==> src/rtl/uart_rx_fsm.sv <==
// uart_rx_fsm -- UART 8N1 receiver, the link-side peer of tx_fsm.
//
// The RX line is brought into the clk domain through a two-flop
// synchroniser. The start bit is qualified at mid-bit. Each data bit
// and the stop bit are then sampled one full bit period apart, which
// places every sample at the centre of its bit.
//
// Handshake: valid is a one-cycle strobe. No ready is involved; the
// consumer must take data_out in the cycle valid is high. data_out
// holds the last correctly framed byte until the next valid strobe.
// frame_err is a one-cycle strobe that marks a discarded byte. It is
// never high in the same cycle as valid.
//
// Ports
//   clk        in   1  system clock, rising edge
//   RSTn       in   1  asynchronous reset, active-low
//   RX         in   1  serial line, idle high, asynchronous to clk
//   data_out   out  8  last correctly framed byte, LSB received first
//   valid      out  1  one-cycle pulse: data_out updated this cycle
//   frame_err  out  1  one-cycle pulse: stop bit sampled low, byte dropped
//   busy       out  1  high whenever the FSM is not in IDLE
//   state_dbg  out  3  current FSM state, for checkers and debug
module uart_rx_fsm #(
  parameter int CLKS_PER_BIT = 10
) (
  input  logic       clk,
  input  logic       RSTn,
  input  logic       RX,
  output logic [7:0] data_out,
  output logic       valid,
  output logic       frame_err,
  output logic       busy,
  output logic [2:0] state_dbg
);

  localparam int CW = $clog2(CLKS_PER_BIT);
  localparam int H  = (CLKS_PER_BIT - 1) / 2;
  // The counter register lags the edge count by one. When it holds H-1,
  // this edge is the H-th edge after entering START, which is mid-bit.
  localparam logic [CW-1:0] START_LAST = CW'(H - 1);
  localparam logic [CW-1:0] BIT_LAST   = CW'(CLKS_PER_BIT - 1);

  typedef enum logic [2:0] {
    IDLE  = 3'd0,
    START = 3'd1,
    DATA  = 3'd2,
    STOP  = 3'd3,
    BRK   = 3'd4
  } state_t;

  state_t        state, state_n;
  logic [CW-1:0] cnt, cnt_n;
  logic [2:0]    idx, idx_n;
  logic [7:0]    shreg, shreg_n;
  logic [7:0]    data_n;
  logic          valid_n, ferr_n;
  logic          sync1, rx_s;

  // The synchroniser resets to 1 (idle line), so a reset release
  // cannot look like a start edge.
  always_ff @(posedge clk or negedge RSTn) begin
    if (!RSTn) begin
      sync1 <= 1'b1;
      rx_s  <= 1'b1;
    end else begin
      sync1 <= RX;
      rx_s  <= sync1;
    end
  end

  always_ff @(posedge clk or negedge RSTn) begin
    if (!RSTn) begin
      state     <= IDLE;
      cnt       <= '0;
      idx       <= '0;
      shreg     <= '0;
      data_out  <= '0;
      valid     <= 1'b0;
      frame_err <= 1'b0;
    end else begin
      state     <= state_n;
      cnt       <= cnt_n;
      idx       <= idx_n;
      shreg     <= shreg_n;
      data_out  <= data_n;
      valid     <= valid_n;
      frame_err <= ferr_n;
    end
  end

  always_comb begin
    state_n = state;
    cnt_n   = cnt;
    idx_n   = idx;
    shreg_n = shreg;
    data_n  = data_out;
    valid_n = 1'b0;
    ferr_n  = 1'b0;
    case (state)
      IDLE: begin
        if (!rx_s) begin
          state_n = START;
          cnt_n   = '0;
        end
      end
      START: begin
        if (cnt == START_LAST) begin
          cnt_n = '0;
          idx_n = '0;
          // A line that is high again at mid-bit was a glitch.
          // Return to IDLE quietly in that case.
          state_n = rx_s ? IDLE : DATA;
        end else begin
          cnt_n = cnt + CW'(1);
        end
      end
      DATA: begin
        if (cnt == BIT_LAST) begin
          cnt_n        = '0;
          shreg_n[idx] = rx_s;
          if (idx == 3'd7) begin
            state_n = STOP;
          end else begin
            idx_n = idx + 3'd1;
          end
        end else begin
          cnt_n = cnt + CW'(1);
        end
      end
      STOP: begin
        if (cnt == BIT_LAST) begin
          cnt_n = '0;
          if (rx_s) begin
            data_n  = shreg;
            valid_n = 1'b1;
            state_n = IDLE;
          end else begin
            ferr_n  = 1'b1;
            state_n = BRK;
          end
        end else begin
          cnt_n = cnt + CW'(1);
        end
      end
      BRK: begin
        // Wait for the line to go high again. Without this state, a
        // held-low line (break) would start a stream of bogus frames.
        if (rx_s) state_n = IDLE;
      end
      default: begin
        state_n = IDLE;
        cnt_n   = '0;
      end
    endcase
  end

  assign busy      = (state != IDLE);
  assign state_dbg = state;

endmodule

==> config.mk <==
export PLATFORM = sky130hd
export DESIGN_NAME = uart_rx_fsm
export DESIGN_NICKNAME = d
export VERILOG_FILES = /design/src/rtl/uart_rx_fsm.sv
export SDC_FILE = /design/constraint.sdc
export NUM_CORES = 1
export LEC_CHECK = 0
export ABC_AREA = 1
export ABC_CLOCK_PERIOD_IN_PS = 1700
export CAP_MARGIN = 25
export CELL_PAD_IN_SITES_DETAIL_PLACEMENT = 1
export CELL_PAD_IN_SITES_GLOBAL_PLACEMENT = 2
export CORE_ASPECT_RATIO = 1.1
export CORE_UTILIZATION = 33
export DETAILED_ROUTE_END_ITERATION = 7
export GPL_ROUTABILITY_DRIVEN = 0
export PLACE_DENSITY = 0.87
export SKIP_LAST_GASP = 1
export SLEW_MARGIN = 20
export SYNTH_ARGS = -nofsm -noshare
export SYNTH_HDL_FRONTEND = slang
export SYNTH_SLANG_ARGS = --single-unit
==> constraint.sdc <==
create_clock -name clk -period 1.7 [get_ports clk]
set_input_delay 0.34 -clock clk [delete_from_list [all_inputs] [get_ports clk]]
set_output_delay 0.34 -clock clk [all_outputs]
set_load 0.005 [all_outputs]
======== Word-level counts from Yosys, hierarchy flattened ========
Cells that the tools add are included.
word-level totals
  register bits after elaboration ......... 30
  latch bits .............................. 0
  memory bits (writable) .................. 0
  bits in read-only memories .............. 0
  input port bits ......................... 3
  output and inout port bits .............. 14
  memories ................................ 0
cells by class
  $add $sub $neg .......................... 2
  $mul .................................... 0
  div/mod/pow operators ................... 0
  magnitude comparators ................... 2
  equal/unequal tests ..................... 14
  shift-type cells ........................ 0
  multiplexer cells ....................... 26
  bitwise operators ....................... 1
  reduce and logical (&&, ||, !) cells .... 10
operator list
  kind                 count
  $mux 3               10
  $pmux 4 s4           1
  $pmux 3 s5           1
  $ne 2x2->1 const B   7
  $mux 4               3
  $bwmux 8             1
  $mux 1               7
  $eq 3x2->1 const B   2
  $eq 3x3->1 const B   2
  $pmux 3 s2           1
  $reduce_and 6->1     1
  $add 4x1->4 const B  1
  $eq 4x2->1 const B   1
  $eq 4x4->1 const B   1
  $lt 3x4->1 const B   1
  $reduce_and 2->1     2
  $reduce_and 4->1     1
  $add 3x1->3 const B  1
  $demux 1 s3          1
  $eq 3x1->1 const B   1
  $ge 3x1->1 const B   1
  $logic_not 3->1      1
  $reduce_and 3->1     1
  $reduce_bool 3->1    1
  other kinds (5)      5

======== Logic depth before layout (Yosys ltp) ========
Gate-level depths: netlist of the first run.
  depth in word-level cells ............... 5
  depth in mapped cells ................... 9
  depth with buffers taken out ............ 9

======== Worst setup path after synthesis of the first run ========
Ideal clock, no wire load.
  path type ............................... register -> register
  from .................................... reg idx[0]
  to ...................................... reg idx[0]
  data arrival time ....................... 1.220 ns
  path slack .............................. 0.363 ns
  stages on the path, launching flop included .. 9
  period minus slack after synthesis ...... 1.337 ns
  cell sequence ........................... dfrtp_1 ha_1 ha_1 inv_1 nand3_1 nand2_1 nand2_2 nand2_1 nand2_1
on the way
  cells in the longest elaborated chain, start to end .. 4
  elaborated cells on any way between the ends .. 7
ends and longest elaborated chain
  what                    RTL line  RTL
  start, declared         53        logic [2:0] idx, idx_n;
  start signal, assigned  83        idx <= idx_n;
  $add 3x1->3             124       idx_n = idx + 3'd1;
  $mux 3                  121       if (idx == 3'd7) begin
  $mux 3                  118       if (cnt == BIT_LAST) begin
  $pmux 3 s2              99        case (state)
Parallel ways exist; a longest one is shown, timed or not. The select of a mux whose other input is x is not followed.
A chain may end at the register's enable or synchronous reset.

======== Worst setup path after layout of the first run ========
  from .................................... reg state[1], in the netlist state_dbg[1]
  to ...................................... out state_dbg[1]
RTL lines
  what                    RTL line  RTL
  start, declared         51        state_t state, state_n;
  start signal, assigned  81        state <= state_n;
  end, declared           33        output logic [2:0] state_dbg
No word-level cell between the ends.

==> results.toml, run 1 <==
[status]
outcome = "finished, final reports clean"

[floorplanning]
die_area_sq_mm = 0.00473
placementRows = 25
floorplan.die.height_um = 72.1
core_area_sq_mm = 0.00429
initial_cell_density_of_the_core_pct = 34.4
floorplan.die.width_um = 65.7
io-pin-count = 17

[worst_setup_path]
crit_arrival_ns = 1.28
worst_setup_path_end_kind = "output port"
cp_cell_sequence = "buf_4 > clkdlybuf4s50_1"
critical_path.slowest_cell = "sky130_fd_sc_hd__clkdlybuf4s50_1"
critical_path.startpoint = "state_dbg[1]"
crit_path_max_incr_delay_ns = 0.50
cp-start-kind = "flip-flop"
worst-path-buf-inv = 2
cp_top_family = "buffers and inverters"
crit-reg2reg-launch = "state_dbg[2]"
end_of_the_worst_register_to_register_path = "cnt[2]"
r2r_setup_slack_ns = 0.20
ff2ff_path_depth = 6
critPathRequiredTime_ns = 1.36
critPathMaxFanout = 4
criticalPathCategory = "flip-flop to output port"

[final_layout]
area.growth.synth_to_final_pct = 27.5
nNetsFinal = 211
diodes = 0
drive_gt1_share_pct = 18.5

[synthesis]
netlist.area_leader.share_pct = 47.6
synth.area.top_cells = "sky130_fd_sc_hd__dfrtp_1 48%, sky130_fd_sc_hd__nand2_1 15%, sky130_fd_sc_hd__nand3_1 5.4%, sky130_fd_sc_hd__nor2_4 3.8%, sky130_fd_sc_hd__dfstp_2 3.6%"
synth_top_area_cell = "sky130_fd_sc_hd__dfrtp_1"
synthesis.instances = 171
mappedNetlistNets = 178
synth.yosys.warnings = 0
synth.distinct_cells = 23
synth_seq_area_share_pct = 51.1
syn_area_per_cell_sq_um = 8.61
syn-cell-area_sq_mm = 0.00147
yosys_register_bits = 30

[drt]
total_length_of_routed_wires_mm = 3.35
ant_nets = 0
dr.first_iter.drc_count = 49
avgViaCountPerCell = 4.75
first_pass_iters = 4
wire_per_inst_um = 12.9
detailroute.via_count = 1230
drcViolationCount = 0

[place]
detailed_place_hpwl_mm = 2.44
numPortBuffers = 16
worst_setup_slack_before_clock_tree_synthesis_ns = 0.199

[pwr]
p_leak_nw = 0.907
vdd_ir_drop_max_mv = 0.757
cellPowerDensity_mw_per_mm2 = 1310

[worst_hold_path]
worstHoldPathCells = 0
min-delay-path-class = "flip-flop to flip-flop"
worst_hold_path.endpoint = "rx_s"
worst_hold_startpoint = "sync1"

[cts]
clk_path_buf_depth = 2
cts_inserted_buffers = 5
cts_tree = "built"
htreeDepth = 2
cts.sink_count = 30
clockRootBuffer = "sky130_fd_sc_hd__clkbuf_8"
clkSlewWorstSetupHoldPaths_ns = 0.06
clk_latency_ns = 0.29

[sta]
finalWorstPathRequiredPeriod_ns = 1.62
hold_viol = 0
final_max_slew_viol_count = 0
fmaxAchievable_ghz = 0.618
clock_skew_ns = 0.00799
final_critical_path_setup_slack_ns = 0.0809
worst_slew_margin_rel_pct = 74.2
max_slew.worst_pin.slew_ns = 0.387
setup_repair_after_global_routing_missed_its_margin = "false"
fin_setup_tns_ns = 0
finalCritPeriodShare_pct = 95.2
setup-violations-final = 0

[grt]
globalRouteOverflowTotal = 0
grt_start_max_net_pins = 31
grt_pass1_wl_mm = 5.75
grt_antenna_before_repair = 0
grt_usage_pct = 16.3
grt_pass1_vias = 1281

[job]
max-cap-violations = 0
what timing repair did:
action / CTS / global route
hold buffers: 0 / 0
pin swaps: 1 / 0
gates resized for setup: 2 / 2
setup buffers: 4 / 2
endpoints found under the setup margin: 3 / 4
power by group:
group / switching (mW) / total (mW) / internal (mW)
sequential: 0.0955 / 0.900 / 0.804
clock: 0.285 / 0.610 / 0.325
combinational: 0.571 / 0.952 / 0.381
total: 0.951 / 2.46 / 1.51
worst max path at each step:
stage                   endpoint  slack (ns)  cells after the start
floorplan                 idx[0]        0.36                      8
global placement            busy        0.24                      3
detailed placement        idx[1]        0.20                      9
CTS                         busy        0.01                      3
global route        state_dbg[1]        0.05                      2
finish              state_dbg[1]        0.08                      2
sequential cells by signal (all words and copies together), names as in the netlist:
| signal | flops |
|---|---|
| state_dbg | 3 |
| sync1 | 1 |
| shreg | 8 |
| cnt | 4 |
| rx_s | 1 |
| valid | 1 |
| frame_err | 1 |
| data_out | 8 |
| idx | 3 |
synth_stat cells:
| master | instances |
|---|---|
| sky130_fd_sc_hd__a21oi_1 | 2 |
| sky130_fd_sc_hd__nor2_1 | 12 |
| sky130_fd_sc_hd__nand3_1 | 16 |
| sky130_fd_sc_hd__o21bai_1 | 1 |
| sky130_fd_sc_hd__nor2_8 | 1 |
| sky130_fd_sc_hd__inv_2 | 2 |
| sky130_fd_sc_hd__nor3_1 | 3 |
| sky130_fd_sc_hd__nor2_2 | 2 |
| sky130_fd_sc_hd__nand3_4 | 1 |
| sky130_fd_sc_hd__o21ai_1 | 8 |
| sky130_fd_sc_hd__dfstp_2 | 2 |
| sky130_fd_sc_hd__nand2_4 | 1 |
| sky130_fd_sc_hd__nand3_2 | 1 |
| sky130_fd_sc_hd__nand2_2 | 2 |
| sky130_fd_sc_hd__nor2_4 | 5 |
| sky130_fd_sc_hd__ha_1 | 4 |
| sky130_fd_sc_hd__nand4_1 | 3 |
| sky130_fd_sc_hd__clkinv_4 | 1 |
| sky130_fd_sc_hd__xor2_1 | 1 |
| sky130_fd_sc_hd__o21ai_0 | 5 |
| sky130_fd_sc_hd__inv_1 | 13 |
| sky130_fd_sc_hd__dfrtp_1 | 28 |
| sky130_fd_sc_hd__nand2_1 | 57 |
area by class of cell:
cell class / instances / area (sq um)
clock buffers: 6 / 82.6
well taps: 54 / 67.6
fillers: 531 / 2410
repair buffers: 26 / 241
flip-flops and latches: 30 / 754
clock inverters: 2 / 12.5
inverters: 16 / 65.1
multi-input cells: 125 / 654
stage by stage:
stage / cell area [sq um] / cells / util [%] / total power, mW / hold WS [ns]
after global routing: 1880 / 259 / 43.8 / 2.64 / 0.369
after floorplan: 1470 / 171 / - / 1.51 / 0.0444
after global placement: 1730 / 245 / 40.4 / 1.75 / 0.351
after detailed placement: 1730 / 245 / 40.4 / 1.80 / 0.349
after CTS: 1860 / 257 / 43.4 / 2.49 / 0.357
final: 1880 / 259 / 43.8 / 2.46 / 0.356
logic make-up (layout without fill, tap and decap cells):
family,after synthesis,after routing,synth area share [%]
AO/OA/AOI/OAI,16,16,5.61
XOR/XNOR,1,1,0.595
adder cells (fa/ha/maj),4,4,3.40
buffers and inverters,16,50,4.42
flip-flops,30,30,51.1
AND/OR/NAND/NOR,104,104,34.8
layout by cell type (no fill, tap or decap):
cell / instances
sky130_fd_sc_hd__nand2_1: 57
sky130_fd_sc_hd__dfrtp_1: 27
sky130_fd_sc_hd__nand3_1: 16
sky130_fd_sc_hd__clkdlybuf4s50_1: 15
sky130_fd_sc_hd__inv_1: 12
sky130_fd_sc_hd__nor2_1: 12
sky130_fd_sc_hd__buf_4: 9
sky130_fd_sc_hd__o21ai_1: 8
sky130_fd_sc_hd__clkbuf_8: 6
sky130_fd_sc_hd__nor2_4: 5
sky130_fd_sc_hd__o21ai_0: 5
sky130_fd_sc_hd__ha_1: 4
sky130_fd_sc_hd__inv_2: 3
sky130_fd_sc_hd__nand4_1: 3
sky130_fd_sc_hd__nor3_1: 3
sky130_fd_sc_hd__nor2_2: 2
sky130_fd_sc_hd__nand2_2: 2
sky130_fd_sc_hd__a21oi_1: 2
sky130_fd_sc_hd__dfstp_2: 2
sky130_fd_sc_hd__nand3_4: 1
sky130_fd_sc_hd__clkinv_4: 1
sky130_fd_sc_hd__nand3_2: 1
sky130_fd_sc_hd__nand2_4: 1
sky130_fd_sc_hd__o21bai_1: 1
sky130_fd_sc_hd__nor2_8: 1
sky130_fd_sc_hd__xor2_1: 1
sky130_fd_sc_hd__clkinvlp_4: 1
sky130_fd_sc_hd__clkinv_2: 1
sky130_fd_sc_hd__dlymetal6s2s_1: 1
sky130_fd_sc_hd__buf_6: 1
sky130_fd_sc_hd__dfrtp_2: 1
layer usage:
layer	routed length, um	part of all wire, %	vias to the layer above	track usage [%]
li1	-	-	616	-
met1	1520	45	585	19.5
met2	1640	49	21	25.9
met3	108	3.2	8	4.87
met4	80	2.4	0	9.66
met5	0	0	-	0
Note: power is estimated with default switching activity, not from simulation.
==> inputs of run 2 (changes only) <==
--- a/config.mk
+++ b/config.mk
@@ -13,10 +13,9 @@
 export CORE_ASPECT_RATIO = 1.1
 export CORE_UTILIZATION = 33
 export DETAILED_ROUTE_END_ITERATION = 7
-export GPL_ROUTABILITY_DRIVEN = 0
+export GPL_ROUTABILITY_DRIVEN = 1
 export PLACE_DENSITY = 0.87
 export SKIP_LAST_GASP = 1
-export SLEW_MARGIN = 20
 export SYNTH_ARGS = -nofsm -noshare
 export SYNTH_HDL_FRONTEND = slang
 export SYNTH_SLANG_ARGS = --single-unit
==> results of run 2 <==
The final DEF is identical to that of run 1; final timing and power are the same.
